File: config.mk
export PLATFORM = sky130hd
export DESIGN_NAME = dmem_arbiter_flat
export DESIGN_NICKNAME = d
export VERILOG_FILES = /design/src/rtl/dmem_arbiter_if.sv /design/src/rtl/dmem_arbiter.sv /design/src/flat_wrapper.sv
export SDC_FILE = /design/constraint.sdc
export NUM_CORES = 1
export LEC_CHECK = 0
export CORE_ASPECT_RATIO = 2
export CORE_MARGIN = 2
export CORE_UTILIZATION = 23
export DETAILED_ROUTE_END_ITERATION = 7
export GPL_ROUTABILITY_DRIVEN = 0
export GPL_TIMING_DRIVEN = 0
export PLACE_DENSITY = 0.77
export SLEW_MARGIN = 25
export SYNTH_ARGS = -nofsm -noshare
export SYNTH_HDL_FRONTEND = slang
export SYNTH_SLANG_ARGS = --single-unit
File: constraint.sdc
create_clock -name clk -period 1.8 [get_ports clk]
set_input_delay 0.36 -clock clk [delete_from_list [all_inputs] [get_ports clk]]
set_output_delay 0.36 -clock clk [all_outputs]
set_load 0.01 [all_outputs]
File: src/rtl/dmem_arbiter_if.sv
// Bus bundle between the two data-memory requesters, the arbiter and the memory.
// slave = arbiter view, master = requester/memory view.
interface dmem_arbiter_if;
    logic        req0;
    logic        rw0;
    logic [15:0] addr0;
    logic [15:0] wdata0;
    logic        gnt0;
    logic        stall0;
    logic        rvalid0;

    logic        req1;
    logic        rw1;
    logic [15:0] addr1;
    logic [15:0] wdata1;
    logic        lock1;
    logic        gnt1;
    logic        rvalid1;

    logic [15:0] rdata;

    logic        mem_en;
    logic        mem_we;
    logic [15:0] mem_addr;
    logic [15:0] mem_din;
    logic [15:0] mem_dout;

    modport slave (
        input  req0, rw0, addr0, wdata0,
        output gnt0, stall0, rvalid0,
        input  req1, rw1, addr1, wdata1, lock1,
        output gnt1, rvalid1,
        output rdata,
        output mem_en, mem_we, mem_addr, mem_din,
        input  mem_dout
    );

    modport master (
        output req0, rw0, addr0, wdata0,
        input  gnt0, stall0, rvalid0,
        output req1, rw1, addr1, wdata1, lock1,
        input  gnt1, rvalid1,
        input  rdata,
        input  mem_en, mem_we, mem_addr, mem_din,
        output mem_dout
    );
endinterface

File: src/rtl/dmem_arbiter.sv
// Two-port arbiter for the single-port data memory: port 0 fixed priority, port 1
// anti-starvation and burst lock. Define DMEM_ARB_STATS_EN to add activity counters.
//
// state   | meaning
// ARB     | normal arbitration, port 0 wins unless port 1 has starved MAX_WAIT cycles
// P1_LOCK | port 1 owns the memory for a burst; port 0 only gets idle cycles
module dmem_arbiter #(
    parameter int MAX_WAIT = 8,
    parameter int WAIT_W   = 4
) (
    input  logic                clk,
    input  logic                reset,
    dmem_arbiter_if.slave       bus
`ifdef DMEM_ARB_STATS_EN
    ,
    output logic [15:0]         conflict_cnt,
    output logic [15:0]         force_cnt,
    output logic [15:0]         stall_cnt
`endif
);

    typedef enum logic {
        ARB     = 1'b0,
        P1_LOCK = 1'b1
    } state_t;

    localparam logic [WAIT_W-1:0] MAX_WAIT_C = WAIT_W'(MAX_WAIT);

    state_t            state;
    state_t            state_nxt;
    logic [WAIT_W-1:0] wait_cnt;
    logic              force1;
    logic              gnt0;
    logic              gnt1;
    logic              rd_pend0;
    logic              rd_pend1;

    assign force1 = (wait_cnt == MAX_WAIT_C);

    always_ff @(posedge clk) begin
        if (!reset) begin
            state <= ARB;
        end else begin
            state <= state_nxt;
        end
    end

    // Grants stay combinational so a granted access hits the memory in the same cycle.
    always_comb begin
        gnt0      = 1'b0;
        gnt1      = 1'b0;
        state_nxt = state;
        if (reset) begin
            case (state)
                ARB: begin
                    gnt1 = bus.req1 & (force1 | ~bus.req0);
                    gnt0 = bus.req0 & ~gnt1;
                    if (gnt1 & bus.lock1) begin
                        state_nxt = P1_LOCK;
                    end
                end
                P1_LOCK: begin
                    gnt1 = bus.req1;
                    gnt0 = bus.req0 & ~bus.req1;
                    if (!(bus.req1 & bus.lock1)) begin
                        state_nxt = ARB;
                    end
                end
                default: begin
                    state_nxt = ARB;
                end
            endcase
        end
    end

    always_ff @(posedge clk) begin
        if (!reset) begin
            wait_cnt <= '0;
        end else if (gnt1 || !bus.req1) begin
            wait_cnt <= '0;
        end else if (wait_cnt < MAX_WAIT_C) begin
            wait_cnt <= wait_cnt + 1'b1;
        end
    end

    always_ff @(posedge clk) begin
        if (!reset) begin
            rd_pend0 <= 1'b0;
            rd_pend1 <= 1'b0;
        end else begin
            rd_pend0 <= gnt0 & ~bus.rw0;
            rd_pend1 <= gnt1 & ~bus.rw1;
        end
    end

    always_comb begin
        bus.mem_en   = gnt0 | gnt1;
        bus.mem_we   = 1'b0;
        bus.mem_addr = '0;
        bus.mem_din  = '0;
        if (gnt1) begin
            bus.mem_we   = bus.rw1;
            bus.mem_addr = bus.addr1;
            bus.mem_din  = bus.wdata1;
        end else if (gnt0) begin
            bus.mem_we   = bus.rw0;
            bus.mem_addr = bus.addr0;
            bus.mem_din  = bus.wdata0;
        end
    end

    assign bus.gnt0    = gnt0;
    assign bus.gnt1    = gnt1;
    assign bus.stall0  = bus.req0 & ~gnt0;
    assign bus.rvalid0 = rd_pend0;
    assign bus.rvalid1 = rd_pend1;
    assign bus.rdata   = bus.mem_dout;

`ifdef DMEM_ARB_STATS_EN
    always_ff @(posedge clk) begin
        if (!reset) begin
            conflict_cnt <= '0;
            force_cnt    <= '0;
            stall_cnt    <= '0;
        end else begin
            if (bus.req0 && bus.req1) begin
                conflict_cnt <= conflict_cnt + 16'd1;
            end
            if (force1 && gnt1) begin
                force_cnt <= force_cnt + 16'd1;
            end
            if (bus.req0 && !gnt0) begin
                stall_cnt <= stall_cnt + 16'd1;
            end
        end
    end
`endif

endmodule

File: src/flat_wrapper.sv
// flat-port wrapper written by rule: the top's interface ports become plain ports
module dmem_arbiter_flat 
#(
    parameter int MAX_WAIT = 8,
    parameter int WAIT_W   = 4
)
  (clk, reset, bus_req0, bus_rw0, bus_addr0, bus_wdata0, bus_gnt0, bus_stall0, bus_rvalid0, bus_req1, bus_rw1, bus_addr1, bus_wdata1, bus_lock1, bus_gnt1, bus_rvalid1, bus_rdata, bus_mem_en, bus_mem_we, bus_mem_addr, bus_mem_din, bus_mem_dout);
  dmem_arbiter_if bus_i ();
  input  logic clk;
  input  logic reset;
  input wire logic [$bits(bus_i.req0)-1:0] bus_req0;
  input wire logic [$bits(bus_i.rw0)-1:0] bus_rw0;
  input wire logic [$bits(bus_i.addr0)-1:0] bus_addr0;
  input wire logic [$bits(bus_i.wdata0)-1:0] bus_wdata0;
  output wire logic [$bits(bus_i.gnt0)-1:0] bus_gnt0;
  output wire logic [$bits(bus_i.stall0)-1:0] bus_stall0;
  output wire logic [$bits(bus_i.rvalid0)-1:0] bus_rvalid0;
  input wire logic [$bits(bus_i.req1)-1:0] bus_req1;
  input wire logic [$bits(bus_i.rw1)-1:0] bus_rw1;
  input wire logic [$bits(bus_i.addr1)-1:0] bus_addr1;
  input wire logic [$bits(bus_i.wdata1)-1:0] bus_wdata1;
  input wire logic [$bits(bus_i.lock1)-1:0] bus_lock1;
  output wire logic [$bits(bus_i.gnt1)-1:0] bus_gnt1;
  output wire logic [$bits(bus_i.rvalid1)-1:0] bus_rvalid1;
  output wire logic [$bits(bus_i.rdata)-1:0] bus_rdata;
  output wire logic [$bits(bus_i.mem_en)-1:0] bus_mem_en;
  output wire logic [$bits(bus_i.mem_we)-1:0] bus_mem_we;
  output wire logic [$bits(bus_i.mem_addr)-1:0] bus_mem_addr;
  output wire logic [$bits(bus_i.mem_din)-1:0] bus_mem_din;
  input wire logic [$bits(bus_i.mem_dout)-1:0] bus_mem_dout;
  assign bus_i.req0 = bus_req0;
  assign bus_i.rw0 = bus_rw0;
  assign bus_i.addr0 = bus_addr0;
  assign bus_i.wdata0 = bus_wdata0;
  assign bus_gnt0 = bus_i.gnt0;
  assign bus_stall0 = bus_i.stall0;
  assign bus_rvalid0 = bus_i.rvalid0;
  assign bus_i.req1 = bus_req1;
  assign bus_i.rw1 = bus_rw1;
  assign bus_i.addr1 = bus_addr1;
  assign bus_i.wdata1 = bus_wdata1;
  assign bus_i.lock1 = bus_lock1;
  assign bus_gnt1 = bus_i.gnt1;
  assign bus_rvalid1 = bus_i.rvalid1;
  assign bus_rdata = bus_i.rdata;
  assign bus_mem_en = bus_i.mem_en;
  assign bus_mem_we = bus_i.mem_we;
  assign bus_mem_addr = bus_i.mem_addr;
  assign bus_mem_din = bus_i.mem_din;
  assign bus_i.mem_dout = bus_mem_dout;
  dmem_arbiter #(.MAX_WAIT(MAX_WAIT), .WAIT_W(WAIT_W)) u_core (.clk(clk), .reset(reset), .bus(bus_i));
endmodule
==> key figures, run 1 <==
Global routing
  • Total congestion overflow: 0
  • Antenna violations before repair: 0
  • Number of global-route vias before repair: 1590
  • First-pass GRT wire length: 7050 um
  • Global routing usage summed across all routing layers: 0.167
  • Maximum number of pins on one net before global-route repair: 11

Critical path
  • Largest incremental delay on the critical path: 0.34 ns
  • Family with the most delay on the worst path: buffers and inverters
  • Arrival time of data at the critical path endpoint: 1.85 ns
  • Slowest stage cell, crit path: sky130_fd_sc_hd__dfxtp_4
  • Cell breakdown of the critical path: inv_2, ha_4, and3b_2, o21ai_2, buf_6, buf_12, buf_12, mux2i_4, buf_2
  • Required time of the critical path: 1.44 ns
  • Type of the setup path with the least slack: reg -> out
  • Most used cell, CP: sky130_fd_sc_hd__buf_12
  • Bufs and invs on worst path: 5
  • Crit Path Max Fanout: 7
  • Number of stages on the worst setup path: 9
  • Number of cell instances on the worst register-to-register path: 7
  • CP Capture Type: output pin
  • Type of element launching the critical path: register

Logic synthesis
  • Combined area of all synthesized cells: 1100 um^2
  • Synth warn: 0
  • Syn nets: 249
  • Cell types occupying the most area after synthesis: sky130_fd_sc_hd__mux2i_1 31%, sky130_fd_sc_hd__nand2_1 23%, sky130_fd_sc_hd__dfxtp_1 13%
  • Number of flops mapped to enable cells by yosys: 0
  • Library cell occupying the most area in the post-synthesis netlist: sky130_fd_sc_hd__mux2i_1
  • Dominant register cell in the synthesized netlist: sky130_fd_sc_hd__dfxtp_1
  • Post-synthesis average cell area: 6.88 um^2
  • Seq cells post-synth: 7
  • Proportion of synthesized flip-flops having asynchronous set or reset: 0
  • Mapped Cells: 160
  • Count of different cell masters after synthesis: 26
  • Share of the synthesized area in the top cell type: 0.309
  • Seq/Total Area, Yosys: 0.127

Placement
  • Number of buffer cells added on primary ports: 125
  • Half-perimeter wire length after detailed placement: 3670 um
  • Pre-CTS worst setup slack: -1.07 ns

STA
  • Unrepaired setup endpoints after global routing: true
  • Final hold vios: 0
  • Max-slew violation total from the final report: 0
  • Setup violation total in the final timing report: 36
  • Post-route minimum period: 2.21 ns
  • Crit share post-route: 1.23
  • Slew at the pin closest to its max-slew limit: 0.220 ns
  • Highest attainable clock frequency: 452 MHz
  • Final WS setup: -0.411 ns
  • Setup TNS Final: -11.85 ns
  • Headroom to the max-slew limit: 0.853
  • Final clock skew: 0.00145 ns

Pwr
  • Register share of total power: 0.159
  • Worst VDD drop: 0.569 mV
  • Part of the total power dissipated in combinational logic: 0.630
  • PwrDens: 346 nW/um^2
  • Leakage power of the design: 1.34 nW
  • Clk pwr share: 0.212
  • Net switching share of the total power: 0.285
  • Internal cell power: 721 uW
  • Total net switching power: 287 uW

Worst hold path
  • Type of the most critical hold path: reg -> reg
  • Hold Path Stages: 2

Clock tree
  • TritonCTS clock tree: yes
  • CTS HTree Levels: 1
  • Max clock buf depth: 2
  • Clock tree sinks: 7
  • Root Buffer: sky130_fd_sc_hd__clkbuf_8
  • Total clock buffers created by CTS: 3
  • Post-CTS clock slew at the launch and capture registers of the worst setup and hold paths: 0.04 ns
  • Clk Latency, worst-skew pair: 0.22 ns

Finish
  • Number of antenna repair diodes: 0
  • Nets: 402
  • Area of combinational cells with multiple inputs: 982 um^2
  • Number of inserted filler cells in the final layout: 414
  • Share of cells above drive strength 1: 0.381
  • Area growth syn-to-layout: 165%
  • Sequential cell area in the final layout: 145 um^2

Job
  • Max-cap viol count: 0

Route
  • Number of remaining DRC errors: 0
  • TritonRoute pass-1 iters: 5
  • Post-detailed-route count of antenna-violating nets: 0
  • Initial drt markers: 16
  • Via count normalized by instance count: 4.45
  • Wirelength, routed: 4680 um
  • Average routed wire per standard cell: 12.7 um
  • Vias post-DR: 1633

Floorplan
  • Boundary pin count: 142
  • Die X-Extent: 52.9 um
  • Die extent in y: 102 um
  • Core area: 4600 um^2
  • Area of the die: 5390 um^2
  • Standard-cell row count: 35
  • Starting utilization of the core area: 0.239

Run status
  • Run status: finished, violations left
  • Violations in the final reports: negative setup slack
## metrics by stage
stage / cells / hold WS (ns) / total power [mW] / util / instance area [um^2]
2_1_floorplan: 160 / 0.432 / 0.433 / - / 1340
5_1_grt: 367 / 0.598 / 1.07 / 0.634 / 2910
3_5_place_dp: 340 / 0.522 / 0.752 / 0.578 / 2660
6_report: 367 / 0.573 / 1.01 / 0.634 / 2910
4_1_cts: 361 / 0.572 / 1.00 / 0.623 / 2870
3_3_place_gp: 340 / 0.511 / 0.744 / 0.578 / 2660
## registers in the layout, indices dropped and copies added, names as in the netlist
signal              cells
u_core.bus.rvalid0      1
u_core.bus.rvalid1      1
u_core.state            1
u_core.wait_cnt         4
## cell usage in the layout (no fill, tap or decap), types with 2 or more instances in the layout
master,instances
sky130_fd_sc_hd__mux2i_4,16
sky130_fd_sc_hd__clkbuf_8,5
sky130_fd_sc_hd__buf_4,30
sky130_fd_sc_hd__inv_2,2
sky130_fd_sc_hd__dfxtp_1,5
sky130_fd_sc_hd__clkdlybuf4s50_1,86
sky130_fd_sc_hd__buf_2,25
sky130_fd_sc_hd__mux2i_2,4
sky130_fd_sc_hd__nor2_1,4
sky130_fd_sc_hd__buf_6,20
sky130_fd_sc_hd__buf_12,6
sky130_fd_sc_hd__mux2i_1,14
sky130_fd_sc_hd__nand2_1,67
sky130_fd_sc_hd__and2_1,2
sky130_fd_sc_hd__clkbuf_2,2
sky130_fd_sc_hd__dlygate4sd2_1,2
## path summary, 6_finish.rpt
check / slack, ns / startpoint / end
min reg2reg: 0.57 / u_core.wait_cnt[2]$_SDFFE_PP0N_ / u_core.wait_cnt[2]$_SDFFE_PP0N_
max: -0.41 / u_core.wait_cnt[0]$_SDFFE_PP0N_ / bus_mem_din[0]
max reg2reg: 0.20 / u_core.wait_cnt[0]$_SDFFE_PP0N_ / u_core.wait_cnt[0]$_SDFFE_PP0N_
min: 0.57 / u_core.wait_cnt[2]$_SDFFE_PP0N_ / u_core.wait_cnt[2]$_SDFFE_PP0N_
## synth_stat cells, drive strengths merged (2+ instances only)
cell,count
and2,2
buf,24
clkbuf,4
dfxtp,7
ha,2
inv,2
mux2i,34
nand2,67
nor2,4
## power by group through the flow
| stage | Clock [mW] | Sequential (mW) | Combinational (mW) |
|---|---|---|---|
| after floorplan | 0 | 0.164 | 0.268 |
| after global placement | 0 | 0.164 | 0.580 |
| after detailed placement | 0 | 0.164 | 0.588 |
| after CTS | 0.217 | 0.160 | 0.624 |
| after global routing | 0.235 | 0.160 | 0.673 |
| final | 0.213 | 0.160 | 0.634 |
## final cells by class
class | count | area share
Multi-Input combinational cell | 123 | 0.337
Buffer | 28 | 0.0906
Sequential cell | 7 | 0.0498
Timing Repair Buffer | 148 | 0.481
Inverter | 2 | 0.00258
Tap cell | 55 | 0.0236
Clock buffer | 4 | 0.0155
## logic make-up after synthesis
kind of cell / after synthesis / synth area share
xor gates and xnor gates: 2 / 0.0159
AOI/OAI and AO/OA: 5 / 0.0364
DFF: 7 / 0.127
adders and majority gates: 2 / 0.0227
buffers and inverters: 30 / 0.187
and+or+nand+nor: 80 / 0.301
muxes: 34 / 0.309
## per-layer routing
metal | up-vias | global-route usage | part of all wire
met5 | - | 0 | 0
met3 | 6 | 0.0482 | 0.11
met4 | 0 | 0.0552 | 0.015
met2 | 88 | 0.321 | 0.55
met1 | 727 | 0.162 | 0.33
li1 | 812 | - | -
## tightest hold or removal path: stages (launching register included)
cell and delay, ns:
sky130_fd_sc_hd__dfxtp_1 0.37, sky130_fd_sc_hd__xnor2_1 0.09, sky130_fd_sc_hd__nor2_1 0.07
## what timing repair did
item,4_1_cts,5_1_grt
pin swaps,1,0
setup buffers,16,6
gates resized for setup,172,19
setup endpoints to repair,37,36
cloned,1,0
hold buffers,0,0
endpoints found under the hold margin,0,0
No activity file was read; power rests on OpenSTA's default activity.
==> run 2, diff against run 1 <==
--- a/config.mk
+++ b/config.mk
@@ -6,12 +6,13 @@
 export NUM_CORES = 1
 export LEC_CHECK = 0
 export CORE_ASPECT_RATIO = 2
-export CORE_MARGIN = 2
-export CORE_UTILIZATION = 23
+export CORE_UTILIZATION = 24
+export CTS_BUF_LIST = sky130_fd_sc_hd__clkbuf_4
 export DETAILED_ROUTE_END_ITERATION = 7
 export GPL_ROUTABILITY_DRIVEN = 0
 export GPL_TIMING_DRIVEN = 0
-export PLACE_DENSITY = 0.77
+export PLACE_DENSITY = 0.8
+export SKIP_CTS_REPAIR_TIMING = 1
 export SLEW_MARGIN = 25
 export SYNTH_ARGS = -nofsm -noshare
 export SYNTH_HDL_FRONTEND = slang
==> key figures, run 2 (synthesis gave the netlist of run 1 again) <==
Run status
  • Run status: finished, violations left
  • Violations in the final reports: negative setup slack

Placement
  • Half-perimeter wire length after detailed placement: 3580 um (-2.4%)
  • Post-Place Cells: 339 (-0.29%)
  • Pre-CTS worst setup slack: -1.06 ns (+0.0158 ns)
  • Number of buffer cells added on primary ports: 125 (unchanged)

STA
  • Final clock skew: 0.00139 ns (-0.0000608 ns)
  • Slew at the pin closest to its max-slew limit: 0.219 ns (-0.000381 ns)
  • Crit share post-route: 1.26 (+0.0337)
  • Final hold vios: 0 (unchanged)
  • Post-route minimum period: 2.27 ns (+0.0607 ns)
  • Highest attainable clock frequency: 440 MHz (-2.7%)
  • Unrepaired setup endpoints after global routing: true
  • Setup violation total in the final timing report: 36 (unchanged)
  • Final WS setup: -0.472 ns (-0.0607 ns)
  • Max-slew violation total from the final report: 0 (unchanged)
  • Headroom to the max-slew limit: 0.854 (about the same)
  • Smallest hold slack: 0.523 ns (-0.0497 ns)

Global routing
  • Routing usage on met3: 0.0234 (-0.0249)
  • Total congestion overflow: 0 (unchanged)
  • Fraction of met2 tracks used by global routing: 0.317 (-0.00411)
  • Global routing usage summed across all routing layers: 0.165 (-0.00213)
  • Number of global-route vias before repair: 1423 (-11%)
  • Global routing's busiest layer: met2
  • Antenna violations before repair: 0 (unchanged)
  • Maximum number of pins on one net before global-route repair: 11 (unchanged)
  • Global-route track usage on met1: 0.171 (+0.00860)
  • First-pass GRT wire length: 6420 um (-8.9%)

Job
  • Max-cap viol count: 0 (unchanged)

Clock tree
  • TritonCTS clock tree: yes
  • Total clock buffers created by CTS: 3 (unchanged)
  • Clock tree sinks: 7 (unchanged)
  • CTS HTree Levels: 1 (unchanged)
  • Max clock buf depth: 2 (unchanged)
  • Post-CTS clock slew at the launch and capture registers of the worst setup and hold paths: 0.06 ns (+0.02 ns)
  • Clk Latency, worst-skew pair: 0.25 ns (+0.03 ns)
  • Root Buffer: sky130_fd_sc_hd__clkbuf_4

Pwr
  • PwrDens: 325 nW/um^2 (-5.9%)
  • Total power of the final layout: 905 uW (-10%)
  • Total net switching power: 283 uW (-1.3%)
  • Net switching share of the total power: 0.313 (+0.0282)
  • Worst VDD drop: 0.386 mV (-32%)
  • Leakage power of the design: 1.31 nW (-2.6%)
  • Part of the total power dissipated in combinational logic: 0.665 (+0.035)
  • Register share of total power: 0.176 (+0.017)
  • Clk pwr share: 0.159 (-0.053)
  • Internal cell power: 622 uW (-14%)

Finish
  • Area growth syn-to-layout: 153%
  • Sequential cell area in the final layout: 145 um^2 (unchanged)
  • Number of inserted filler cells in the final layout: 390 (-5.8%)
  • Number of antenna repair diodes: 0 (unchanged)
  • Largest reg by FF count: u_core.wait_cnt
  • Share of cells above drive strength 1: 0.369 (-0.0121)
  • Final Instance Count excl. Fillers: 360 (-1.9%)
  • Nets: 396 (-1.5%)
  • Most frequent cells in the layout: 86 x sky130_fd_sc_hd__clkdlybuf4s50_1, 67 x sky130_fd_sc_hd__nand2_1, 28 x sky130_fd_sc_hd__buf_4
  • Max reg flops: 4 (unchanged)
  • Area of combinational cells with multiple inputs: 990 um^2 (+0.76%)
  • Most common library cell in the layout ignoring fill and taps: sky130_fd_sc_hd__clkdlybuf4s50_1

Floorplan
  • Die extent in y: 97.8 um (-4.0%)
  • Boundary pin count: 142 (unchanged)
  • Starting utilization of the core area: 0.251 (+0.0118)
  • Core area: 4380 um^2 (-4.7%)
  • Area of the die: 4880 um^2 (-9.5%)
  • Standard-cell row count: 34 (-2.9%)
  • Die X-Extent: 49.9 um (-5.7%)

Critical path
  • Family with the most delay on the worst path: buffers and inverters
  • Crit Path Max Fanout: 6 (-1)
  • Type of the setup path with the least slack: reg -> out
  • Largest incremental delay on the critical path: 0.35 ns (about the same)
  • Required time of the critical path: 1.44 ns (about the same)
  • Slowest stage cell, crit path: sky130_fd_sc_hd__dfxtp_2
  • CP Capture Type: output pin
  • Type of element launching the critical path: register
  • Cell breakdown of the critical path: inv_2, ha_4, and3b_2, o21ai_4, buf_8, buf_12, buf_4, mux2i_4, buf_2
  • Arrival time of data at the critical path endpoint: 1.91 ns (+0.06 ns)
  • Bufs and invs on worst path: 5 (unchanged)

Route
  • TritonRoute pass-1 iters: 4 (-1)
  • Wirelength, routed: 4520 um (-3.4%)
  • Post-detailed-route count of antenna-violating nets: 0 (unchanged)
  • Average routed wire per standard cell: 12.6 um (-1.6%)
  • Via count normalized by instance count: 4.45 (about the same)
  • Number of remaining DRC errors: 0 (unchanged)
  • Initial drt markers: 11 (-5)
  • Vias post-DR: 1603 (-1.8%)

Worst hold path
  • Type of the most critical hold path: in -> reg
## run 2: metal layers
metal	share of wire	wire (um)
met1	0.34	1540
met2	0.56	2530
met3	0.076	343
met4	0.023	103
met5	0	0
## run 2: worst paths after layout
kind	startpoint	to	slack [ns]	cells after the start
worst max-delay path	u_core.wait_cnt[1]$_SDFFE_PP0N_	bus_mem_addr[13]	-0.47	9
worst min-delay path	bus_req0	u_core.bus.rvalid0$_SDFF_PN0_	0.52	2
worst max register to register	u_core.wait_cnt[1]$_SDFFE_PP0N_	u_core.wait_cnt[1]$_SDFFE_PP0N_	0.28	6
worst min register to register	u_core.wait_cnt[1]$_SDFFE_PP0N_	u_core.wait_cnt[1]$_SDFFE_PP0N_	0.55	2
## run 2: cell type report
type	count	share of cell area
clock buffer	3	0.00809
inverter	2	0.00270
buffer	28	0.0881
multi-input combinational	123	0.356
tap	54	0.0243
timing repair buffer	142	0.467
sequential	7	0.0522
clock inverter	1	0.00180
## run 2: worst register-to-register path: cells and delay by family, from the launching register on
kind | cells | cell delay (ns)
adder cells (fa/ha/maj) | 1 | 0.14
flip-flops | 1 | 0.35
AND/OR/NAND/NOR | 3 | 0.76
buffers and inverters | 2 | 0.19
## run 2: power by group through the flow
| stage | clock network [mW] | logic [mW] | registers (mW) |
|---|---|---|---|
| after global placement | 0 | 0.578 | 0.164 |
| final | 0.144 | 0.602 | 0.159 |
| after detailed placement | 0 | 0.586 | 0.164 |
| after global routing | 0.163 | 0.639 | 0.159 |
| after floorplan | 0 | 0.268 | 0.164 |
| after CTS | 0.151 | 0.588 | 0.161 |
## run 2: metrics by stage
step | TNS, ns | area (um^2) | utilization
3_5_place_dp | -33.74 | 2660 | 0.607
5_1_grt | -16.46 | 2780 | 0.635
3_3_place_gp | -33.67 | 2660 | 0.607
2_1_floorplan | -0.606 | 1340 | -
4_1_cts | -33.99 | 2690 | 0.613
6_report | -14.07 | 2780 | 0.635
